<file path="src/rtl/div_unit_if.sv">
// Pipeline-side signal bundle for the E-stage divider: operands and control in,
// {HI,LO} result, ready and stall request out.
interface div_unit_if #(
    parameter int WIDTH = 32
);
    logic [WIDTH-1:0]   opdata1;
    logic [WIDTH-1:0]   opdata2;
    logic               start;
    logic               signed_div;
    logic               annul;
    logic               stall_ext;
    logic [2*WIDTH-1:0] result;
    logic               ready;
    logic               stall_div;

    modport master (
        output opdata1, opdata2, start, signed_div, annul, stall_ext,
        input  result, ready, stall_div
    );

    modport slave (
        input  opdata1, opdata2, start, signed_div, annul, stall_ext,
        output result, ready, stall_div
    );
endinterface

</file>
<file path="src/rtl/div_unit.sv">
// Multi-cycle radix-2 restoring divider for DIV/DIVU in the execute stage.
// Produces {remainder, quotient} after WIDTH iterations and stalls the pipeline meanwhile.
module div_unit #(
    parameter int WIDTH = 32,
    parameter int CNT_W = 6
) (
    input  logic       clk,
    input  logic       rst,
    div_unit_if.slave  bus
);
    typedef enum logic [1:0] {IDLE, DIV_ZERO, BUSY, DONE} state_t;

    localparam logic [CNT_W-1:0] LAST_ITER = CNT_W'(WIDTH - 1);

    state_t             state;
    logic [CNT_W-1:0]   counter;
    logic [2*WIDTH-1:0] partial;
    logic [WIDTH-1:0]   divisor;
    logic               neg_q;
    logic               neg_r;
    logic [2*WIDTH-1:0] result_q;
    logic               ready_q;

    logic [WIDTH-1:0]   dividend_mag;
    logic [WIDTH-1:0]   divisor_mag;
    logic [2*WIDTH:0]   shifted;
    logic [WIDTH:0]     diff;
    logic [2*WIDTH-1:0] step;
    logic [WIDTH-1:0]   quo_fixed;
    logic [WIDTH-1:0]   rem_fixed;

    // Magnitudes wrap for the most negative value, which is still correct read as unsigned.
    always_comb begin
        dividend_mag = (bus.signed_div && bus.opdata1[WIDTH-1]) ? -bus.opdata1 : bus.opdata1;
        divisor_mag  = (bus.signed_div && bus.opdata2[WIDTH-1]) ? -bus.opdata2 : bus.opdata2;
        shifted      = {1'b0, partial} << 1;
        diff         = shifted[2*WIDTH:WIDTH] - {1'b0, divisor};
        step         = diff[WIDTH] ? shifted[2*WIDTH-1:0]
                                   : {diff[WIDTH-1:0], shifted[WIDTH-1:1], 1'b1};
        quo_fixed    = neg_q ? -step[WIDTH-1:0] : step[WIDTH-1:0];
        rem_fixed    = neg_r ? -step[2*WIDTH-1:WIDTH] : step[2*WIDTH-1:WIDTH];
    end

    always_ff @(posedge clk) begin
        if (rst) begin
            state    <= IDLE;
            counter  <= '0;
            partial  <= '0;
            divisor  <= '0;
            neg_q    <= 1'b0;
            neg_r    <= 1'b0;
            result_q <= '0;
            ready_q  <= 1'b0;
        end else if (bus.annul) begin
            state   <= IDLE;
            ready_q <= 1'b0;
        end else begin
            case (state)
                IDLE: begin
                    ready_q <= 1'b0;
                    if (bus.start) begin
                        if (bus.opdata2 == '0) begin
                            state <= DIV_ZERO;
                        end else begin
                            state   <= BUSY;
                            partial <= {{WIDTH{1'b0}}, dividend_mag};
                            divisor <= divisor_mag;
                            neg_q   <= bus.signed_div && (bus.opdata1[WIDTH-1] ^ bus.opdata2[WIDTH-1]);
                            neg_r   <= bus.signed_div && bus.opdata1[WIDTH-1];
                            counter <= '0;
                        end
                    end
                end
                DIV_ZERO: begin
                    state    <= DONE;
                    result_q <= '0;
                    ready_q  <= 1'b1;
                end
                // The last iteration's step feeds the sign fix directly on the DONE entry edge.
                BUSY: begin
                    partial <= step;
                    counter <= counter + CNT_W'(1);
                    if (counter == LAST_ITER) begin
                        state    <= DONE;
                        result_q <= {rem_fixed, quo_fixed};
                        ready_q  <= 1'b1;
                    end
                end
                DONE: begin
                    if (!bus.stall_ext) begin
                        state   <= IDLE;
                        ready_q <= 1'b0;
                    end
                end
                default: begin
                    state   <= IDLE;
                    ready_q <= 1'b0;
                end
            endcase
        end
    end

    assign bus.result    = result_q;
    assign bus.ready     = ready_q;
    assign bus.stall_div = ((state == IDLE) && bus.start && !bus.annul)
                         || (state == BUSY) || (state == DIV_ZERO);
endmodule
</file>
<file path="src/flat_wrapper.sv">
// flat-port wrapper written by rule: the top's interface ports become plain ports
module div_unit_flat 
#(
    parameter int WIDTH = 32,
    parameter int CNT_W = 6
)
  (clk, rst, bus_opdata1, bus_opdata2, bus_start, bus_signed_div, bus_annul, bus_stall_ext, bus_result, bus_ready, bus_stall_div);
  div_unit_if #(.WIDTH(WIDTH)) bus_i ();
  input  logic clk;
  input  logic rst;
  input wire logic [$bits(bus_i.opdata1)-1:0] bus_opdata1;
  input wire logic [$bits(bus_i.opdata2)-1:0] bus_opdata2;
  input wire logic [$bits(bus_i.start)-1:0] bus_start;
  input wire logic [$bits(bus_i.signed_div)-1:0] bus_signed_div;
  input wire logic [$bits(bus_i.annul)-1:0] bus_annul;
  input wire logic [$bits(bus_i.stall_ext)-1:0] bus_stall_ext;
  output wire logic [$bits(bus_i.result)-1:0] bus_result;
  output wire logic [$bits(bus_i.ready)-1:0] bus_ready;
  output wire logic [$bits(bus_i.stall_div)-1:0] bus_stall_div;
  assign bus_i.opdata1 = bus_opdata1;
  assign bus_i.opdata2 = bus_opdata2;
  assign bus_i.start = bus_start;
  assign bus_i.signed_div = bus_signed_div;
  assign bus_i.annul = bus_annul;
  assign bus_i.stall_ext = bus_stall_ext;
  assign bus_result = bus_i.result;
  assign bus_ready = bus_i.ready;
  assign bus_stall_div = bus_i.stall_div;
  div_unit #(.WIDTH(WIDTH), .CNT_W(CNT_W)) u_core (.clk(clk), .rst(rst), .bus(bus_i));
endmodule
</file>
<file path="config.mk">
export PLATFORM = sky130hd
export DESIGN_NAME = div_unit_flat
export DESIGN_NICKNAME = d
export VERILOG_FILES = /design/src/rtl/div_unit_if.sv /design/src/rtl/div_unit.sv /design/src/flat_wrapper.sv
export SDC_FILE = /design/constraint.sdc
export NUM_CORES = 1
export LEC_CHECK = 0
export CAP_MARGIN = 0
export CORE_AREA = 2 2 203 125
export DETAILED_ROUTE_END_ITERATION = 8
export DIE_AREA = 0 0 205 127
export GPL_ROUTABILITY_DRIVEN = 0
export GPL_TIMING_DRIVEN = 1
export PLACE_DENSITY = 0.72
export SLEW_MARGIN = 5
export SYNTH_ARGS = -nofsm -noshare
export SYNTH_HDL_FRONTEND = slang
export SYNTH_SLANG_ARGS = --single-unit
</file>
<file path="constraint.sdc">
create_clock -name clk -period 6.87 [get_ports clk]
set_input_delay 1.374 -clock clk [delete_from_list [all_inputs] [get_ports clk]]
set_output_delay 1.374 -clock clk [all_outputs]
set_load 0.01 [all_outputs]
</file>
# --- After elaboration in Yosys (flattened, before gate mapping) ---
# Cells that the tools add are included.
word_totals:
  ff_bits: 171
  latch_bits: 0
  mem_bits_rw: 0
  rom_bits: 0
  wordCells: 64
  mem_count: 0
op_classes:
  n_addsub: 6
  n_mul: 0
  n_div: 0
  magnitude_cmp: 0
  n_eq_ne: 8
  shift: 0
  mux: 21
  n_bitwise: 3
  reduce_logical: 18
op_table:
  columns: ["op", "count"]
  rows:
  - ["2-to-1 mux 64 bit", 4]
  - ["one-hot mux 64 bit (2 select lines)", 2]
  - ["2-to-1 mux 32 bit", 4]
  - ["negation 32 bit", 4]
  - ["subtractor 33 x 32 -> 33 bit", 1]
  - ["logical NOT 32 bit", 1]
  - ["2-to-1 mux 6 bit", 2]
  - ["one-hot mux 6 bit (2 select lines)", 1]
  - ["2-to-1 mux 2 bit", 4]
  - ["one-hot mux 2 bit (4 select lines)", 1]
  - ["AND reduction 4 bit", 2]
  - ["adder 6 x 1 -> 6 bit, second input constant", 1]
  - ["equality test 6 x 5 -> 1 bit, second input constant", 1]
  - ["inequality test 2 bit, second input constant", 3]
  - ["AND reduction 3 bit", 2]
  - ["logical AND 1 bit", 5]
  - ["equality test 2 bit, second input constant", 2]
  - ["one-hot mux 1 bit (4 select lines)", 1]
  - ["nonzero test 2 bit", 2]
  - ["equality test 2 x 1 -> 1 bit, second input constant", 1]
  - ["logical NOT 2 bit", 1]
  - ["logical OR 1 bit", 2]
  - ["2-to-1 mux 1 bit", 2]
  - ["inequality test 2 x 1 -> 1 bit, second input constant", 1]
  - ["other kinds (5)", 6]

# --- Logic depth before layout (Yosys ltp) ---
depth:
  word_depth: 6
  depth_mapped: 23

# --- Worst setup path before layout ---
# Ideal clock, no wire load.
synth_path:
  path_type: "reg-to-reg"
  startpoint: "reg u_core.partial[31]"
  endpoint: "reg u_core.result_q[60], in the netlist u_core.bus.result[60]"
  arrival_time_ns: 4.195
  setup_slack_ns: 2.559
  stages_incl_launch_ff: 20
  path_buffers: 2
  period_less_slack_ns: 4.311
  cell_sequence: "dfxtp_1 -> inv_1 -> ha_1 -> inv_1 -> fa_1 -> a211oi_2 -> o211a_1 -> nor4b_4 -> o2111ai_1 -> a21oi_4 -> nor2_8 -> clkbuf_1 -> buf_2 -> mux2i_1 -> ha_1 -> a21boi_2 -> nand4_2 -> o41ai_2 -> xnor2_1 -> a22o_1"
synth_via:
  elab_chain_len: 6
synth_rtl:
  columns: ["element", "line_no", "rtl"]
  rows:
  - ["from (decl)", "div_unit.sv:17", "logic [2*WIDTH-1:0] partial;"]
  - ["from (signal assigned)", "div_unit.sv:66", "partial <= {{WIDTH{1'b0}}, dividend_mag};"]
  - ["from (signal assigned)", "div_unit.sv:81", "partial <= step;"]
  - ["subtractor 33 x 32 -> 33 bit", "div_unit.sv:37", "diff = shifted[2*WIDTH:WIDTH] - {1'b0, divisor};"]
  - ["2-to-1 mux 64 bit (*)", "div_unit.sv:38", "step = diff[WIDTH] ? shifted[2*WIDTH-1:0]"]
  - ["negation 32 bit", "div_unit.sv:41", "rem_fixed = neg_r ? -step[2*WIDTH-1:WIDTH] : step[2*WIDTH-1:WIDTH];"]
  - ["2-to-1 mux 32 bit (*)", "div_unit.sv:41", null]
  - ["2-to-1 mux 64 bit (*)", "div_unit.sv:83", "if (counter == LAST_ITER) begin"]
  - ["one-hot mux 64 bit (2 select lines) (*)", "div_unit.sv:58", "case (state)"]
  - ["to (signal assigned)", "div_unit.sv:85", "result_q <= {rem_fixed, quo_fixed};"]
  - ["to (decl)", "div_unit.sv:21", "logic [2*WIDTH-1:0] result_q;"]
# Every way passes the cells marked *; elsewhere a longest branch is shown, timed or not. The select of a mux whose other input is x is not followed.
# A chain may end at the register's enable or synchronous reset.

# --- Worst setup path after layout ---
layout_path:
  startpoint: "in bus_opdata2[9]"
  endpoint: "reg u_core.partial[27]"
layout_via:
  elab_chain_len: 3
layout_rtl:
  columns: ["element", "line_no", "rtl"]
  rows:
  - ["from (decl)", "flat_wrapper.sv:12", "input wire logic [$bits(bus_i.opdata2)-1:0] bus_opdata2;"]
  - ["logical NOT 32 bit", "div_unit.sv:62", "if (bus.opdata2 == '0) begin"]
  - ["inequality test 2 bit (no line)", null, null]
  - ["AND reduction 4 bit (no line)", null, null]
# Every way passes these cells.

==> flow_summary.ini <==
[setup_path]
cp_max_fo = 31
crit_required_ns = 7.23
max_stage_delay_ns = 0.69
cpMaxStageDelayCell = o21bai_4
cp.arrival_ns = 5.44
end_kind = flip-flop
startpoint_type = input pin
worstPathCellList = clkdlybuf4s50_1, or4_1, nor4_1, nand2_1, nor2_1, nand3_1, nor3_1, nor2_1, o21bai_4, buf_4, nand2_1, a21oi_1
crit_type = in2reg

[sta]
slew_violations = 0
fin_crit_ns = 5.08
rsz0062_at_grt = no
clock.fmax_mhz = 197
finClkSkew_ns = 0.00845
slew_headroom_pct = 18.0
finalCritPeriodShare_pct = 73.9
hold_viol_final = 0
finalSetupTns_ns = 0
setup_viol = 0
worst_pin_slew_ns = 1.22

[clocking]
cts_root_buffer = clkbuf_16
cts_buffer_depth = 2
numClockSinks = 171
clock_latency_ns = 0.44
h-tree-depth = 4
post_cts_buffers = 0
cts_resized = 0
hold_buffers = 0
cts_tree = built
cts_made_buffers = 17
clk_pin_slew_ns = 0.07

[synth]
async_flop_share_pct = 0
synth_top_area_cell = dfxtp_1
yosysUniqueCellTypes = 86
synthCells = 1561
synth_top_family_by_area = compound AO/OA/AOI/OAI gates
yosys.area_share.xor_xnor_pct = 11.0
synth_edf_count = 0
avgSynthCellArea_sq_um = 7.46
synth_top_area_share_pct = 29.4
syn-num-nets = 1673
synth-compound-area-share_pct = 25.7
ys_seq_elements = 171
synth-seq-area-share_pct = 29.4
yosysMostFrequentCell = nand2_1
synth_area_sq_um = 11600
synth_ff_type = dfxtp_1
ys_warn_count = 0
synthMuxAreaShare_pct = 1.18
yosys.area_share.simple_pct = 22.8
synth_fa_ha_area_share_pct = 4.58
yosys-top-cells-count = nand2_1, dfxtp_1, a21oi_1
synth.top_cells.by_area = dfxtp_1, nand2_1, xnor2_1

[global_route]
grt.total_usage_pct = 27.4
gr-total-overflow = 0
antenna_found_initial = 0
grt_pass1_vias = 10400
grt_max_degree = 88
grt_pass1_wl_mm = 56.7

[pwr]
p_switching_uw = 833
ir_worst_vdd_uv = 168
power.internal_mw = 1.82
switching_share_pct = 31.4
power_density_nw_per_um2 = 193
power_mw = 2.65
p_seq_share_pct = 39.7
p_leak_nw = 5.03
p_clk_share_pct = 36.5
p_comb_share_pct = 23.8

[drt]
dr.pass1.iters = 6
post_drt_wl_per_cell_um = 18.2
vias = 11700
viasPerCell = 5.96
wl_mm = 35.8
drtAntennaViolNets = 0
drc_errors = 0
drtIter0Drc = 1301

[floorplan]
ioPinCount = 136
die-area_sq_um = 26000
initial_utilization_pct = 48.5
core_sq_um = 24000
die_y_um = 127
die-width_um = 205
rows = 44

[hold_path]
hold_path_class = reg2reg

[placement]
port-buffer-count = 135
hpwl_mm = 26.9

[run_status]
status = complete, no violations

[cells_and_area]
area.growth.synth_to_final_pct = 17.7
fillers = 2283
nets = 1745
drive_gt1_share_pct = 5.05

[job]
drv_cap = 0
==> per-layer routing <==
metal | global-route usage (%) | wire length [um] | up-vias | share of wire [%]
li1 | - | - | 5671 | -
met1 | 43.2 | 17800 | 5464 | 50
met2 | 36.6 | 14000 | 530 | 39
met3 | 6.51 | 3550 | 37 | 9.9
met4 | 6.01 | 437 | 0 | 1.2
met5 | 0 | 0 | - | 0
==> cell families (layout without fill, tap and decap cells) <==
group,Yosys count,count (layout)
flops,171,171
compound gates,455,455
xor+xnor,146,146
fa+ha+maj,42,42
other cells,0,1
buf+inv,154,235
mux,13,13
simple gates,580,580
==> final cells by class <==
cell class	instances	area, sq um	share of cell area (%)
multi-input cells	1236	7630	55.7
flip-flops and latches	171	3420	25.0
repair buffers	147	1440	10.5
clock buffers	22	484	3.53
well taps	322	403	2.94
inverters	60	228	1.66
clock inverters	6	90.1	0.657
diodes	1	2.50	0.0183
==> power groups by stage <==
| stage | clock network, mW | registers, mW | logic [mW] |
|---|---|---|---|
| 2_1_floorplan | 0 | 1.06 | 0.427 |
| 3_3_place_gp | 0 | 1.07 | 0.605 |
| 3_5_place_dp | 0 | 1.07 | 0.611 |
| 4_1_cts | 0.972 | 1.05 | 0.615 |
| 5_1_grt | 1.02 | 1.06 | 0.688 |
| 6_report | 0.966 | 1.05 | 0.630 |
==> stage by stage <==
step	instances	hold WS [ns]	instance area, sq um	worst slack, ns	utilization, %
finish	1965	0.455	13700	1.79	57.1
detailed placement	1936	0.450	13100	1.42	54.7
global placement	1936	0.444	13100	1.62	54.7
floorplan	1561	0.432	11600	2.56	-
CTS	1964	0.459	13700	1.86	57.1
global route	1964	0.476	13700	1.48	57.1
==> final timing paths <==
kind | endpoint | cells after the start | start | slack, ns
setup / recovery | u_core.partial[27] | 12 | bus_opdata2[9] | 1.79
hold reg to reg | u_core.bus.result[43] | 2 | u_core.bus.result[43] | 0.46
setup reg to reg | u_core.bus.result[58] | 18 | u_core.partial[31] | 1.82
hold / removal | u_core.bus.result[43] | 2 | u_core.bus.result[43] | 0.46
==> flip-flops by register name (all words and copies together) (netlist names) <==
| signal | flops |
|---|---|
| u_core.neg_q | 1 |
| u_core.neg_r | 1 |
| u_core.partial | 64 |
| u_core.state | 2 |
| u_core.bus.result | 64 |
| u_core.counter | 6 |
| u_core.bus.ready | 1 |
| u_core.divisor | 32 |
==> cell usage in the layout (no fill, tap or decap), types with 4 or more instances in the layout <==
cell,count
o41ai_1,14
or4_1,10
a21oi_1,139
ha_1,40
o41ai_2,4
inv_1,59
nand3_1,59
nand2b_1,6
nand4_1,9
a31oi_1,11
nand3b_1,6
dfxtp_1,171
nor2_1,132
xnor2_1,92
a21o_1,10
clkbuf_8,4
or2_2,6
mux2i_1,9
or3_1,7
nand2_1,259
a22o_1,33
o21a_1,10
nor2b_1,10
a211oi_1,34
and3_1,4
nor4_1,17
clkbuf_16,17
clkdlybuf4s50_1,134
o31ai_1,30
a22oi_1,27
o21ai_0,99
buf_4,13
o211ai_1,7
nor3_1,25
xor2_1,54
==> critical path: cells and delay by family <==
family	cells	cell delay, ns
AND/OR/NAND/NOR	8	2.28
buffers and inverters	2	0.91
AO/OA/AOI/OAI	2	0.85
No activity file was read; power rests on OpenSTA's default activity.
